File: src/rtl/jstk_spi_if.sv
// Request/result bundle between the joystick transactor and its user.
// The slave modport is the transactor's view; master is the requester/joystick side.
interface jstk_spi_if;
    logic       i_start;
    logic       i_ld1;
    logic       i_ld2;
    logic       i_miso;
    logic       o_cs;
    logic       o_sck;
    logic       o_mosi;
    logic [9:0] o_x;
    logic [9:0] o_y;
    logic [2:0] o_btn;
    logic       o_busy;
    logic       o_done;

    modport slave (
        input  i_start, i_ld1, i_ld2, i_miso,
        output o_cs, o_sck, o_mosi, o_x, o_y, o_btn, o_busy, o_done
    );

    modport master (
        output i_start, i_ld1, i_ld2, i_miso,
        input  o_cs, o_sck, o_mosi, o_x, o_y, o_btn, o_busy, o_done
    );
endinterface

File: src/rtl/jstk_spi_transactor.sv
// PmodJSTK SPI master: one 5-byte mode-0 frame per start request, decoded
// into registered x/y/buttons that only move on the done edge.
module jstk_spi_transactor #(
    parameter int CS_SETUP_CYC = 15,
    parameter int GAP_CYC      = 10,
    parameter int HOLD_CYC     = 2
) (
    input  logic      i_spi_clk,
    input  logic      i_reset,
    jstk_spi_if.slave bus
);
    localparam int MAX_SG  = (CS_SETUP_CYC > GAP_CYC) ? CS_SETUP_CYC : GAP_CYC;
    localparam int CNT_MAX = (MAX_SG > HOLD_CYC) ? MAX_SG : HOLD_CYC;
    localparam int CNT_W   = (CNT_MAX > 1) ? $clog2(CNT_MAX) : 1;

    localparam logic [CNT_W-1:0] SETUP_LAST = CNT_W'(CS_SETUP_CYC - 1);
    localparam logic [CNT_W-1:0] GAP_LAST   = CNT_W'((GAP_CYC > 0) ? GAP_CYC - 1 : 0);
    localparam logic [CNT_W-1:0] HOLD_LAST  = CNT_W'(HOLD_CYC - 1);

    typedef enum logic [2:0] {
        S_IDLE,
        S_SETUP,
        S_SHIFT,
        S_GAP,
        S_HOLD,
        S_FINISH
    } state_t;

    state_t           r_state;
    logic [CNT_W-1:0] r_cnt;
    logic [2:0]       r_bit;
    logic [2:0]       r_byte;
    logic             r_phase;
    logic [7:0]       r_tx;
    logic [7:0]       r_rx;
    logic [9:0]       r_sx;
    logic [9:0]       r_sy;
    logic [2:0]       r_sb;
    logic             r_cs;
    logic             r_sck;
    logic             r_busy;
    logic             r_done;
    logic [9:0]       r_x;
    logic [9:0]       r_y;
    logic [2:0]       r_btn;

    // NOTE: every register, including the shift and staging registers, is
    // cleared by the async reset so an aborted frame leaves nothing behind.
    always_ff @(posedge i_spi_clk or posedge i_reset) begin
        if (i_reset) begin
            r_state <= S_IDLE;
            r_cnt   <= '0;
            r_bit   <= '0;
            r_byte  <= '0;
            r_phase <= 1'b0;
            r_tx    <= '0;
            r_rx    <= '0;
            r_sx    <= '0;
            r_sy    <= '0;
            r_sb    <= '0;
            r_cs    <= 1'b1;
            r_sck   <= 1'b0;
            r_busy  <= 1'b0;
            r_done  <= 1'b0;
            r_x     <= 10'h200;
            r_y     <= 10'h200;
            r_btn   <= '0;
        end else begin
            // NOTE: non-blocking assignments throughout, so every branch reads
            // the pre-edge value of each register.
            case (r_state)
                S_IDLE: begin
                    if (bus.i_start) begin
                        r_tx    <= {6'b100000, bus.i_ld2, bus.i_ld1};
                        r_cs    <= 1'b0;
                        r_busy  <= 1'b1;
                        r_cnt   <= '0;
                        r_bit   <= '0;
                        r_byte  <= '0;
                        r_phase <= 1'b0;
                        r_state <= S_SETUP;
                    end
                end
                S_SETUP: begin
                    if (r_cnt == SETUP_LAST) begin
                        r_cnt   <= '0;
                        r_state <= S_SHIFT;
                    end else begin
                        r_cnt <= r_cnt + 1'b1;
                    end
                end
                S_SHIFT: begin
                    if (!r_phase) begin
                        r_sck   <= 1'b1;
                        r_phase <= 1'b1;
                        r_rx    <= {r_rx[6:0], bus.i_miso};
                    end else begin
                        r_sck   <= 1'b0;
                        r_phase <= 1'b0;
                        r_tx    <= {r_tx[6:0], 1'b0};
                        r_bit   <= r_bit + 1'b1;
                        if (r_bit == 3'd7) begin
                            // Keep only the bits that reach the decoded outputs.
                            case (r_byte)
                                3'd0:    r_sx[7:0] <= r_rx;
                                3'd1:    r_sx[9:8] <= r_rx[1:0];
                                3'd2:    r_sy[7:0] <= r_rx;
                                3'd3:    r_sy[9:8] <= r_rx[1:0];
                                default: r_sb      <= r_rx[2:0];
                            endcase
                            r_byte <= r_byte + 1'b1;
                            if (r_byte == 3'd4) begin
                                r_state <= S_HOLD;
                            end else if (GAP_CYC == 0) begin
                                r_state <= S_SHIFT;
                            end else begin
                                r_state <= S_GAP;
                            end
                        end
                    end
                end
                S_GAP: begin
                    if (r_cnt == GAP_LAST) begin
                        r_cnt   <= '0;
                        r_state <= S_SHIFT;
                    end else begin
                        r_cnt <= r_cnt + 1'b1;
                    end
                end
                S_HOLD: begin
                    if (r_cnt == HOLD_LAST) begin
                        r_cnt   <= '0;
                        r_cs    <= 1'b1;
                        r_tx    <= '0;
                        r_done  <= 1'b1;
                        r_x     <= r_sx;
                        r_y     <= r_sy;
                        r_btn   <= r_sb;
                        r_state <= S_FINISH;
                    end else begin
                        r_cnt <= r_cnt + 1'b1;
                    end
                end
                S_FINISH: begin
                    r_done  <= 1'b0;
                    r_busy  <= 1'b0;
                    r_state <= S_IDLE;
                end
                default: r_state <= S_IDLE;
            endcase
        end
    end

    assign bus.o_cs   = r_cs;
    assign bus.o_sck  = r_sck;
    assign bus.o_mosi = r_tx[7];
    assign bus.o_x    = r_x;
    assign bus.o_y    = r_y;
    assign bus.o_btn  = r_btn;
    assign bus.o_busy = r_busy;
    assign bus.o_done = r_done;
endmodule

File: src/flat_wrapper.sv
// flat-port wrapper written by rule: the top's interface ports become plain ports
module jstk_spi_transactor_flat 
#(
    parameter int CS_SETUP_CYC = 15,
    parameter int GAP_CYC      = 10,
    parameter int HOLD_CYC     = 2
)
  (i_spi_clk, i_reset, bus_i_start, bus_i_ld1, bus_i_ld2, bus_i_miso, bus_o_cs, bus_o_sck, bus_o_mosi, bus_o_x, bus_o_y, bus_o_btn, bus_o_busy, bus_o_done);
  jstk_spi_if bus_i ();
  input  logic i_spi_clk;
  input  logic i_reset;
  input wire logic [$bits(bus_i.i_start)-1:0] bus_i_start;
  input wire logic [$bits(bus_i.i_ld1)-1:0] bus_i_ld1;
  input wire logic [$bits(bus_i.i_ld2)-1:0] bus_i_ld2;
  input wire logic [$bits(bus_i.i_miso)-1:0] bus_i_miso;
  output wire logic [$bits(bus_i.o_cs)-1:0] bus_o_cs;
  output wire logic [$bits(bus_i.o_sck)-1:0] bus_o_sck;
  output wire logic [$bits(bus_i.o_mosi)-1:0] bus_o_mosi;
  output wire logic [$bits(bus_i.o_x)-1:0] bus_o_x;
  output wire logic [$bits(bus_i.o_y)-1:0] bus_o_y;
  output wire logic [$bits(bus_i.o_btn)-1:0] bus_o_btn;
  output wire logic [$bits(bus_i.o_busy)-1:0] bus_o_busy;
  output wire logic [$bits(bus_i.o_done)-1:0] bus_o_done;
  assign bus_i.i_start = bus_i_start;
  assign bus_i.i_ld1 = bus_i_ld1;
  assign bus_i.i_ld2 = bus_i_ld2;
  assign bus_i.i_miso = bus_i_miso;
  assign bus_o_cs = bus_i.o_cs;
  assign bus_o_sck = bus_i.o_sck;
  assign bus_o_mosi = bus_i.o_mosi;
  assign bus_o_x = bus_i.o_x;
  assign bus_o_y = bus_i.o_y;
  assign bus_o_btn = bus_i.o_btn;
  assign bus_o_busy = bus_i.o_busy;
  assign bus_o_done = bus_i.o_done;
  jstk_spi_transactor #(.CS_SETUP_CYC(CS_SETUP_CYC), .GAP_CYC(GAP_CYC), .HOLD_CYC(HOLD_CYC)) u_core (.i_spi_clk(i_spi_clk), .i_reset(i_reset), .bus(bus_i));
endmodule
File: config.mk
export PLATFORM = sky130hd
export DESIGN_NAME = jstk_spi_transactor_flat
export DESIGN_NICKNAME = d
export VERILOG_FILES = /design/src/rtl/jstk_spi_if.sv /design/src/rtl/jstk_spi_transactor.sv /design/src/flat_wrapper.sv
export SDC_FILE = /design/constraint.sdc
export NUM_CORES = 1
export LEC_CHECK = 0
export CORE_MARGIN = 2
export CORE_UTILIZATION = 56
export CTS_CLUSTER_DIAMETER = 40
export DETAILED_ROUTE_END_ITERATION = 7
export HOLD_SLACK_MARGIN = 0.06
export PLACE_DENSITY = 0.8
export SLEW_MARGIN = 20
export SYNTH_ARGS = -nofsm -noshare
export SYNTH_HDL_FRONTEND = slang
export SYNTH_SLANG_ARGS = --single-unit
export TNS_END_PERCENT = 50
File: constraint.sdc
create_clock -name i_spi_clk -period 3.16 [get_ports i_spi_clk]
set_clock_uncertainty 0.2 [all_clocks]
set_input_delay 0.474 -clock i_spi_clk [delete_from_list [all_inputs] [get_ports i_spi_clk]]
set_output_delay 0.474 -clock i_spi_clk [all_outputs]
set_load 0.01 [all_outputs]
# Yosys cells after proc, flatten, opt, wreduce, memory -nomap -nowiden
# Cells that the tools add are included.
# totals
romBits	0
mem_count	0
latchBits	0
ram_bits	0
output_inout_bits	28
word_cells	99
regBits	80
input_bits	6
# classes
n_bitwise	2
eq_ne	19
reduce_logical	25
div	0
shifts	0
mul	0
n_lt_le_gt_ge	0
n_addsub	3
n_mux	31
# ops
op	count
3-bit two-way mux	11
4-bit AND reduction	7
8-bit two-way mux	3
8-bit one-hot mux with 3 select lines	1
4-bit two-way mux	4
4-bit one-hot mux with 4 select lines	1
3-bit one-hot mux with 5 select lines	1
3-bit by 2-bit equality test with 1-bit output, second input constant	4
3-bit equality test, second input constant	4
3-bit one-hot mux with 2 select lines	2
2-bit AND reduction	6
2-bit by 1-bit != test with 1-bit output, second input constant	5
4-bit equality test, second input constant	2
1-bit one-hot mux with 2 select lines	4
2-bit nonzero test	4
3-bit by 1-bit adder with 3-bit output, second input constant	2
3-bit by 1-bit equality test with 1-bit output, second input constant	2
3-bit logical NOT	2
3-bit AND reduction	2
6-bit AND reduction	1
4-bit by 1-bit adder with 4-bit output, second input constant	1
4-bit by 1-bit equality test with 1-bit output, second input constant	1
1-bit two-way mux	4
4-bit nonzero test	1
other kinds (4)	5

# Depth between registers and ports, before layout
# logic_depth
word_depth	5
ltp_mapped	7
ltp_nobuf	6

# Worst setup path before layout
# OpenSTA, ideal clock, no wires.
# synth_path
path_kind	reg2reg
from	register u_core.r_cnt[1]
to	register u_core.r_tx[7]
synth_period_minus_slack_ns	2.152
path_stages_with_launch	6
setup_ns	0.125
arrival_ns	1.828
n_path_buf	0
required_ns	2.835
slack_ns	1.008
path_cell_list	dfrtp_1 -> inv_1 -> ha_1 -> or4b_4 -> a221oi_4 -> mux2_2
# synth_via
elab_chain_cells	3
# synth_lines
element	line	rtl
start: declaration	jstk_spi_transactor.sv:30	logic [CNT_W-1:0] r_cnt;
start signal: assignment	jstk_spi_transactor.sv:89	r_cnt <= r_cnt + 1'b1;
start signal: assignment	jstk_spi_transactor.sv:127	r_cnt <= r_cnt + 1'b1;
start signal: assignment	jstk_spi_transactor.sv:141	r_cnt <= r_cnt + 1'b1;
4-bit by 1-bit equality test with 1-bit output	jstk_spi_transactor.sv:131	if (r_cnt == HOLD_LAST) begin
2-bit by 1-bit != test with 1-bit output (no line)	--	
4-bit AND reduction (no line)	--	
end signal: assignment	jstk_spi_transactor.sv:74	r_tx <= {6'b100000, bus.i_ld2, bus.i_ld1};
end signal: assignment	jstk_spi_transactor.sv:100	r_tx <= {r_tx[6:0], 1'b0};
end: declaration	jstk_spi_transactor.sv:34	logic [7:0] r_tx;
# Every way passes these cells.
# A chain may end at the register's enable or synchronous reset.

# Worst setup path after layout
# Same ends and word-level chain as after synthesis.

==> impl_summary.txt <==
----------------------------------------------------
[Worst setup path]
  CP Launch Point ... u_core.r_cnt[1]$_DFFE_PP0P_
  Delay of the slowest cell on the worst path ... roughly 0.55 ns
  Dominant delay contributor by cell family on the critical path ... compound AO/OA/AOI/OAI gates
  Startpoint class of the critical path ... flip-flop
  Maximum fanout along the worst path ... 15
  Setup CP Type ... flip-flop to flip-flop
  Crit Reg-Reg Startpoint ... u_core.r_cnt[1]$_DFFE_PP0P_
  Critical path required time ... roughly 3.2 ns
  Cells traversed along the worst timing path ... inv_1, ha_1, or4b_4, a221oi_4, mux2_2
  Sort of element at the end of the critical path ... flip-flop
  CP max stage cell ... a221oi_4
  Number of buffer and inverter instances along the worst setup path ... 1
  Worst Path Arrival ... 2.44 ns

[Yosys]
  Number of cells produced by synthesis ... 275
  Share of synthesized registers carrying an async set or reset ... 100.0%
  Count of cell types in the netlist ... 39
  Total of warnings raised by yosys ... 0
  Sequential element share of the synthesized area ... 57.39%
  Cells taking the most area after synthesis ... dfrtp_1, mux2_2, ha_1, dfstp_2, nand2_1
  Most frequent cell after synthesis ... dfrtp_1
  Seq cells post-synth ... 80
  Post-synth design cell area ... 3495 µm²
  Most common library cells after synthesis ... dfrtp_1, mux2_2, nand2_1
  Leading register cell type out of synthesis ... dfrtp_1
  Number of enable-type register cells in the synthesized netlist ... 0
  Number of nets in the synthesized netlist ... roughly 290
  Top cell type by total area after synthesis ... dfrtp_1
  Yosys top cell area share ... a little under three fifths
  Mean instance size in the synthesized netlist ... 12.71 µm²

[Timing]
  Maximum clock frequency ... 414.9 MHz
  RSZ-0062 raised after global routing ... no
  Total negative setup slack ... 0 ns
  Final slew viol count ... 0
  Tmin final ... ~2.4 ns
  Worst slew pin tran ... 0.6985 ns
  Final worst-path cycle share ... 76.27%
  Final setup violation count ... 0
  Final hold viol count ... 0
  Max-slew headroom at the worst pin ... 53.36%

[Run status]
  Outcome ... finished, final reports clean

[Route]
  Aggregate routed wire length ... around 6000 µm
  Routed WL per cell ... 15.25 µm
  DRC errors left ... 0
  Post-route antenna net violation count ... 0
  Iteration count of the initial detailed-routing pass ... 4
  Vias per std cell ... 5.481
  Number of vias in the routed layout ... 2,143
  Iteration-0 DRC Markers ... between 100 and 150

[Pwr]
  Highest ir drop seen on vdd ... 0.0003510 V
  Clock network fraction of design power ... between 20 and 30%
  Flop pwr share ... 51.9%
  Combinational share of power ... 19.7%
  Pint ... between 1.5 and 2 mW
  Cell area power density ... approximately 600 nW/µm²
  Net switching power ... 0.7410 mW
  Net switching share of the total power ... 30.19%
  Leakage component of the power ... between 1.5 and 2 nW

[Finish]
  NumNets Final ... 327
  Final cell area excluding filler cells ... 4080 µm²
  Share of post-route cells with drive strength above 1 ... 24.37%
  Antenna Diode Count ... 0
  Final core occ ... 68.11%
  Area growth syn-to-layout ... 16.76%

[Clock tree]
  Clock tree from TritonCTS ... done
  Buffer levels on the longest clock path ... 2
  Root buffer cell ... clkbuf_8
  H-tree depth ... 3
  Count of hold buffers inserted by post-cts repair ... 0
  Clock buffers created by TritonCTS ... 9
  Number of clock sinks seen by CTS ... 80
  Post-CTS setup-driven buffer insertion count ... 0
  Clock insertion delay at the later pin of the skew report ... ~0.34 ns
  Number of instances resized during post-cts repair ... 0
  Worst-path clk slew ... 0.07 ns

[Floorplanning]
  Die boundary height ... ~83 µm
  Number of top-level pins ... 34
  Die width ... 83.00 µm
  Effective utilization at floorplan ... 58.33%
  Number of rows created at floorplan ... 28
  Area of the placeable core ... 5991 µm²
  Area of the die ... 6888 µm²

[Global routing]
  Via count of the first global-routing pass ... 2,196
  Maximum number of pins on one net before global-route repair ... 50
  Global-route total usage across every layer ... 19.04%
  Remaining Overflow, GRT ... 0
  Wire length of the first global-routing pass ... 10,490 µm
  Antenna violations before repair ... 0

[Placement]
  Post-detail-place hpwl ... 4101 µm
  Final RePlAce weighted congestion ... 0.8036
  Placed inst area ... 3899 µm²
  Count of port buffers added during placement ... 33

[Hold path]
  Hold Path Origin ... u_core.bus.o_done$_DFFE_PP0P_
  Worst hold path type ... flip-flop to flip-flop

[Job]
  Max-cap violations ... 0

----------------------------------------------------
placed cells by master (no fill, tap or decap), types with 2 or more instances in the layout:
master and instances:
nor3b_1 3, nand3_1 11, o22ai_1 2, o21ai_0 12, a21oi_1 7, a22o_1 4, buf_4 2, nor2b_1 2
nand3b_1 3, nor3_1 6, clkbuf_8 9, dfrtp_1 77, a21o_1 4, mux2_2 54, nand2_1 18, clkdlybuf4s50_1 33
and2_1 2, nor2_1 7, clkbuf_1 4, ha_1 10, dfstp_2 3, mux2i_1 4, nand2b_1 4, inv_1 15
power by group through the flow:
stage	combinational (mW)	clock [mW]	sequential, mW
6_report	0.483	0.698	1.27
5_1_grt	0.542	0.767	1.30
4_1_cts	0.488	0.722	1.27
3_5_place_dp	0.486	0	1.29
3_3_place_gp	0.469	0	1.28
2_1_floorplan	0.431	0	1.21
tightest hold or removal path, delay by kind of cell (launching register included):
kind             cells  cell delay (ns)
DFF                  1             0.35
and+or+nand+nor      2             0.11
path summary, 6_finish.rpt:
check,to,slack [ns],cells after the start
worst min-delay path,u_core.bus.o_done$_DFFE_PP0P_,0.29,2
worst max register to register,u_core.r_tx[7]$_DFFE_PP0P_,0.75,5
min in group asynchronous,u_core.bus.o_x[8]$_DFFE_PP0P_,0.36,2
max in group asynchronous,u_core.bus.o_x[4]$_DFFE_PP0P_,1.71,3
worst min register to register,u_core.bus.o_done$_DFFE_PP0P_,0.29,2
worst max-delay path,u_core.r_tx[7]$_DFFE_PP0P_,0.75,5
area by class of cell:
cell class	count	area [µm²]
clock buffers	13	138.9
fillers	428	1911
flip-flops and latches	80	2006
multi-input cells	168	1374
repair buffers	36	365.4
clock inverters	3	42.54
well taps	75	93.84
inverters	16	60.06
stage by stage:
step                total power [mW]  setup slack [ns]  hold WS [ns]  std cells
global route                   2.609            0.6014        0.3234        391
CTS                            2.482            0.7302        0.2950        391
global placement               1.752            0.7554        0.2708        375
finish                         2.454            0.7497        0.2851        391
floorplan                      1.639            0.4392        0.2602        275
detailed placement             1.778            0.7008        0.2761        375
kinds of logic (layout without fill, tap and decap cells):
family / after synthesis / in the layout / synth area share [%]
multiplexers: 59 / 59 / 18.87
AO/OA/AOI/OAI: 39 / 39 / 7.770
flip-flops: 80 / 80 / 57.39
AND/OR/NAND/NOR: 59 / 59 / 8.843
adder cells (fa/ha/maj): 10 / 10 / 3.580
buffers and inverters: 27 / 68 / 3.294
XOR/XNOR: 1 / 1 / 0.2507
flip-flops by register name, summed over array words and instances (netlist names):
name / flops
u_core.bus.o_y: 10
u_core.bus.o_sck: 1
u_core.r_state: 3
u_core.r_sb: 3
u_core.r_sy: 10
u_core.bus.o_btn: 3
u_core.r_byte: 3
u_core.r_rx: 8
u_core.bus.o_cs: 1
u_core.bus.o_done: 1
u_core.bus.o_x: 10
u_core.bus.o_busy: 1
u_core.r_phase: 1
u_core.r_sx: 10
u_core.r_tx: 8
u_core.r_bit: 3
u_core.r_cnt: 4
per-layer routing:
layer / track usage [%] / wire, µm
met5: 0 / 0
met4: 9.091 / 119
met3: 3.976 / 183
met2: 29.18 / 2904
met1: 26.11 / 2754
(Power assumes the default switching activity.)
